`src/rtl/hazard_pkg.sv`:
```
// Shared types and limits for the pipeline hazard controller.
package hazard_pkg;

    localparam int MEM_LAT_MAX = 15;
    localparam int LAT_CNT_W   = 4;

    typedef enum logic [1:0] {
        FWD_RF = 2'b00,
        FWD_W  = 2'b01,
        FWD_M  = 2'b10
    } fwd_sel_t;

    typedef enum logic [1:0] {
        RUN,
        WAIT,
        RELEASE
    } mem_state_t;

endpackage

```
`src/rtl/hazard_ctrl_forward_unit.sv`:
```
// E-stage operand bypass select for one source register; M result wins over W.
module forward_unit
    import hazard_pkg::*;
#(
    parameter int REG_W = 4
) (
    input  logic [REG_W-1:0] ra_e,
    input  logic [REG_W-1:0] wa_m,
    input  logic [REG_W-1:0] wa_w,
    input  logic             regwrite_m,
    input  logic             regwrite_w,
    output fwd_sel_t         fwd_sel
);

    always_comb begin
        if (regwrite_m && (wa_m == ra_e)) begin
            fwd_sel = FWD_M;
        end else if (regwrite_w && (wa_w == ra_e)) begin
            fwd_sel = FWD_W;
        end else begin
            fwd_sel = FWD_RF;
        end
    end

endmodule

```
`src/rtl/hazard_ctrl.sv`:
```
// Hazard controller for the 5-stage pipeline: forwarding, load-use, branch flush,
// multicycle data-memory wait sequencing and saturating stall/flush counters.
module hazard_ctrl
    import hazard_pkg::*;
#(
    parameter int REG_W   = 4,
    parameter int MEM_LAT = 2,
    parameter int CNT_W   = 16
) (
    input  logic             clk,
    input  logic             reset,
    input  logic [REG_W-1:0] ra1_d,
    input  logic [REG_W-1:0] ra2_d,
    input  logic [REG_W-1:0] ra1_e,
    input  logic [REG_W-1:0] ra2_e,
    input  logic [REG_W-1:0] wa_e,
    input  logic [REG_W-1:0] wa_m,
    input  logic [REG_W-1:0] wa_w,
    input  logic             memtoreg_e,
    input  logic             regwrite_m,
    input  logic             regwrite_w,
    input  logic             mem_req_m,
    input  logic             pcsrc_e,
    output logic [1:0]       forward_ae,
    output logic [1:0]       forward_be,
    output logic             stall_f,
    output logic             stall_d,
    output logic             stall_e,
    output logic             stall_m,
    output logic             flush_d,
    output logic             flush_e,
    output logic             flush_w,
    output logic [CNT_W-1:0] stall_cnt,
    output logic [CNT_W-1:0] flush_cnt
);

    localparam bit MULTI = (MEM_LAT > 1);
    localparam bit LONG  = (MEM_LAT > 2);
    localparam logic [LAT_CNT_W-1:0] LOAD_VAL =
        LAT_CNT_W'((MEM_LAT > 2) ? (MEM_LAT - 2) : 0);

    fwd_sel_t             fwd_a;
    fwd_sel_t             fwd_b;
    mem_state_t           state;
    mem_state_t           state_nxt;
    logic [LAT_CNT_W-1:0] wcnt;
    logic [LAT_CNT_W-1:0] wcnt_nxt;
    logic                 mstall;
    logic                 lwstall;
    logic                 branch;

    function automatic logic [CNT_W-1:0] sat_inc(input logic [CNT_W-1:0] v);
        return (&v) ? v : v + 1'b1;
    endfunction

    forward_unit #(.REG_W(REG_W)) u_fwd_a (
        .ra_e       (ra1_e),
        .wa_m       (wa_m),
        .wa_w       (wa_w),
        .regwrite_m (regwrite_m),
        .regwrite_w (regwrite_w),
        .fwd_sel    (fwd_a)
    );

    forward_unit #(.REG_W(REG_W)) u_fwd_b (
        .ra_e       (ra2_e),
        .wa_m       (wa_m),
        .wa_w       (wa_w),
        .regwrite_m (regwrite_m),
        .regwrite_w (regwrite_w),
        .fwd_sel    (fwd_b)
    );

    assign forward_ae = fwd_a;
    assign forward_be = fwd_b;

    always_ff @(posedge clk or posedge reset) begin
        if (reset) begin
            state <= RUN;
            wcnt  <= '0;
        end else begin
            state <= state_nxt;
            wcnt  <= wcnt_nxt;
        end
    end

    // RELEASE ignores mem_req_m so the still-held access in M cannot re-trigger.
    always_comb begin
        state_nxt = state;
        wcnt_nxt  = wcnt;
        case (state)
            RUN: begin
                if (mem_req_m && MULTI) begin
                    wcnt_nxt  = LOAD_VAL;
                    state_nxt = LONG ? WAIT : RELEASE;
                end
            end
            WAIT: begin
                wcnt_nxt = wcnt - 1'b1;
                if (wcnt == LAT_CNT_W'(1)) begin
                    state_nxt = RELEASE;
                end
            end
            RELEASE: state_nxt = RUN;
            default: state_nxt = RUN;
        endcase
    end

    always_comb begin
        mstall  = ((state == RUN) && mem_req_m && MULTI) || (state == WAIT);
        lwstall = memtoreg_e && ((wa_e == ra1_d) || (wa_e == ra2_d)) && !mstall;
        branch  = pcsrc_e && !mstall;
        stall_f = !reset && (mstall || (lwstall && !pcsrc_e));
        stall_d = !reset && (mstall || (lwstall && !pcsrc_e));
        stall_e = !reset && mstall;
        stall_m = !reset && mstall;
        flush_d = !reset && branch;
        flush_e = !reset && (branch || lwstall);
        flush_w = !reset && mstall;
    end

    always_ff @(posedge clk or posedge reset) begin
        if (reset) begin
            stall_cnt <= '0;
            flush_cnt <= '0;
        end else begin
            if (stall_f) begin
                stall_cnt <= sat_inc(stall_cnt);
            end
            if (flush_e) begin
                flush_cnt <= sat_inc(flush_cnt);
            end
        end
    end

endmodule

```
`config.mk`:
```
export PLATFORM = sky130hd
export DESIGN_NAME = hazard_ctrl
export DESIGN_NICKNAME = d
export VERILOG_FILES = /design/src/rtl/hazard_pkg.sv /design/src/rtl/hazard_ctrl_forward_unit.sv /design/src/rtl/hazard_ctrl.sv
export SDC_FILE = /design/constraint.sdc
export NUM_CORES = 1
export LEC_CHECK = 0
export CORE_MARGIN = 4
export CORE_UTILIZATION = 42
export CTS_BUF_LIST = sky130_fd_sc_hd__clkbuf_2
export DETAILED_ROUTE_END_ITERATION = 7
export PLACE_DENSITY = 0.78
export SKIP_LAST_GASP = 1
export SLEW_MARGIN = 5
export SYNTH_ARGS = -nofsm -noshare
export SYNTH_HDL_FRONTEND = slang
export SYNTH_HIERARCHICAL = 1
export SYNTH_SLANG_ARGS = --single-unit
export TNS_END_PERCENT = 100
```
`constraint.sdc`:
```
create_clock -name clk -period 3.75 [get_ports clk]
set_clock_uncertainty 0.05 [all_clocks]
set_input_delay 0.5625 -clock clk [delete_from_list [all_inputs] [get_ports clk]]
set_output_delay 0.5625 -clock clk [all_outputs]
set_load 0.02 [all_outputs]
```
==> results.py <==
metrics = {
    "logic_synthesis": {
        "synth-seq-cells": 33,
        "syn_inst": 190,
        "ys_seq_area_share_pct": 42.5,
        "synth_top_area_share_pct": 42.5,
        "yosysUniqueCellTypes": 31,
        "syn_area_per_cell_um2": 10.2,
        "synth.largest_area_cell": "dfrtp_1",
        "synthTopCellsByArea": "dfrtp_1 43%, xor2_1 11%, xnor2_1 9.9%",
        "syn_area_um2": 1940,
        "yosys_warnings": 6,
        "synth_nets": 227,
    },
    "global_routing": {
        "grt_usage_pct": 16.3,
        "antenna_found_initial": 0,
        "grt-ovfl-total": 0,
        "grt_max_degree": 30,
        "grt_pass1_wl_um": 7930,
        "grt_pass1_vias": 1680,
    },
    "routing": {
        "via_count": 1682,
        "wl_per_cell_um": 14.2,
        "ant_nets": 0,
        "drtIter0Drc": 74,
        "drc": 0,
        "vias_per_cell": 5.19,
        "drtPass1Iterations": 4,
        "wl_um": 4600,
    },
    "clock_network": {
        "clockBufferDepth": 2,
        "cts_sinks": 33,
        "post_cts_resize_count": 0,
        "postCtsSetupRepairBufs": 0,
        "clk_pin_slew_ns": 0.16,
        "numCtsBuffers": 5,
        "clkLatencyLatePin_ns": 0.37,
        "cts_root_buf": "clkbuf_2",
        "ctsHtreeMaxLevel": 2,
        "cts_tree": "built",
        "holdBufCountCts": 0,
    },
    "floorplan": {
        "die_w_um": 76.0,
        "start_util_pct": 44.0,
        "die_y_um": 76.0,
        "dieArea_um2": 5780,
        "io_pins": 78,
        "rows": 24,
        "core-area_um2": 4410,
    },
    "power_and_ir_drop": {
        "cellLeakagePower_nw": 1.19,
        "ir_drop_v": 0.000285,
        "powerDensity_nw_per_um2": 396,
    },
    "job": {
        "drv_cap": 0,
    },
    "sta": {
        "relSlewSlack_pct": 55.0,
        "period_needed_ns": 3.21,
        "grt_setup_unrepaired": "no",
        "fin_crit_sh_pct": 85.5,
        "finalSetupViolations": 0,
        "fmax_ghz": 0.312,
        "setup_tns_ns": 0,
        "max_slew.worst_pin.slew_ns": 0.670,
        "slew_viol_final": 0,
        "hold_violations": 0,
    },
    "critical_path": {
        "critPathKind": "input pin to primary output",
        "cp_max_fo": 3,
        "endpoint_kind": "primary output",
        "cp-startpoint": "wa_e[1]",
        "r2r_start": "stall_cnt[0]",
        "critPathRequiredTime_ns": 3.14,
        "start_kind": "input pin",
        "cp_data_arrival_time_ns": 2.60,
    },
    "placement": {
        "hpwlAfterDp_um": 3660,
        "place_area_um2": 2760,
        "port_buffers": 77,
        "gp_congestion": 0.771,
    },
    "cells_and_area": {
        "area_delta_synth_final_pct": 45.4,
        "drive_gt1_share_pct": 8.09,
        "final_area_um2": 2820,
        "nFillCells": 381,
        "diodes": 0,
        "final_nets": 309,
    },
    "status": {
        "outcome": "finished clean",
    },
    "worst_hold_path": {
        "hold_class": "input pin to async pin",
    },
}
sequential cells by signal, indices dropped and copies added (netlist names):
register and cells:
stall_cnt 16, state 1, flush_cnt 16
worst paths after layout:
check	slack (ns)	endpoint	depth (start not counted)
setup / recovery	0.54	flush_e	6
hold / removal	0.45	flush_cnt[13]	2
setup reg to reg	1.59	stall_cnt[15]	7
hold reg to reg	0.46	stall_cnt[11]	1
max in group asynchronous	2.54	flush_cnt[9]	3
min in group clk	0.46	stall_cnt[11]	1
power breakdown:
group	internal, mW	total, mW	switching, mW
Clock	0.108	0.225	0.117
Combinational	0.205	0.397	0.192
Sequential	0.413	0.495	0.0821
Total	0.726	1.12	0.391
stage by stage:
step	setup WS, ns	total power, mW	utilization (%)	hold WS [ns]	instances
finish	0.542	1.12	63.9	0.454	324
global route	0.407	1.18	63.9	0.451	324
CTS	0.526	1.13	63.9	0.437	324
detailed placement	0.533	0.904	62.6	0.436	317
global placement	0.581	0.895	62.6	0.429	317
floorplan	1.08	0.690	-	0.528	190
final cells by class:
type | count | area (um^2) | area share [%]
inverters | 13 | 48.8 | 1.73
multi-input cells | 141 | 1040 | 37.0
repair buffers | 78 | 778 | 27.6
clock inverters | 2 | 35.0 | 1.24
well taps | 52 | 65.1 | 2.30
clock buffers | 5 | 25.0 | 0.887
flip-flops and latches | 33 | 826 | 29.3
synth_stat cells (all sizes together):
library cell and n:
nand2 16, xor2 24, buf 3, or2b 2, nor3b 2, ha 2, a222oi 2, xnor2 22
nand2b 5, o2111ai 3, o21ai 2, nor2b 1, nor2 16, dfrtp 33, mux2 4, nand4 16
a2111oi 1, nand3 8, and4 1, inv 13, a211oi 1, and2 1, nor3 4, o211a 1
and3 2, nor4 4, a21oi 1
cells in the final DEF (no fill, tap or decap), types with 4 or more instances in the layout:
| cell | count |
|---|---|
| nand2_1 | 16 |
| nor3_1 | 4 |
| xor2_1 | 24 |
| nand3_1 | 8 |
| clkbuf_2 | 5 |
| dfrtp_1 | 33 |
| nand4_1 | 16 |
| nor2_1 | 16 |
| xnor2_1 | 22 |
| inv_1 | 13 |
| nand2b_1 | 5 |
| clkdlybuf4s50_1 | 77 |
logic make-up (layout without fill, tap and decap cells):
logic type / after synthesis / in the layout / synth area share (%)
xor+xnor: 46 / 46 / 20.7
compound gates: 11 / 11 / 6.25
simple gates: 78 / 78 / 23.2
mux: 4 / 4 / 2.32
buf+inv: 16 / 98 / 3.67
fa+ha+maj: 2 / 2 / 1.29
flops: 33 / 33 / 42.5
critical path, cell delays in order:
cell and delay, ns:
clkdlybuf4s50_1 0.45, xor2_1 0.19, nor4_4 0.36, o2111ai_2 0.24, nand2_1 0.17, clkdlybuf4s50_1 0.63
layer usage:
metal  share of wire, %  global-route usage, %  routed length (um)  vias up
met1                 45                   21.1                2090      796
met5                  0                      0                   0        -
met4                1.3                   5.34                  62        0
li1                   -                      -                   -      816
met2                 45                   25.9                2090       64
met3                7.8                   5.08                 359        6
Note: power is estimated with default switching activity, not from simulation.
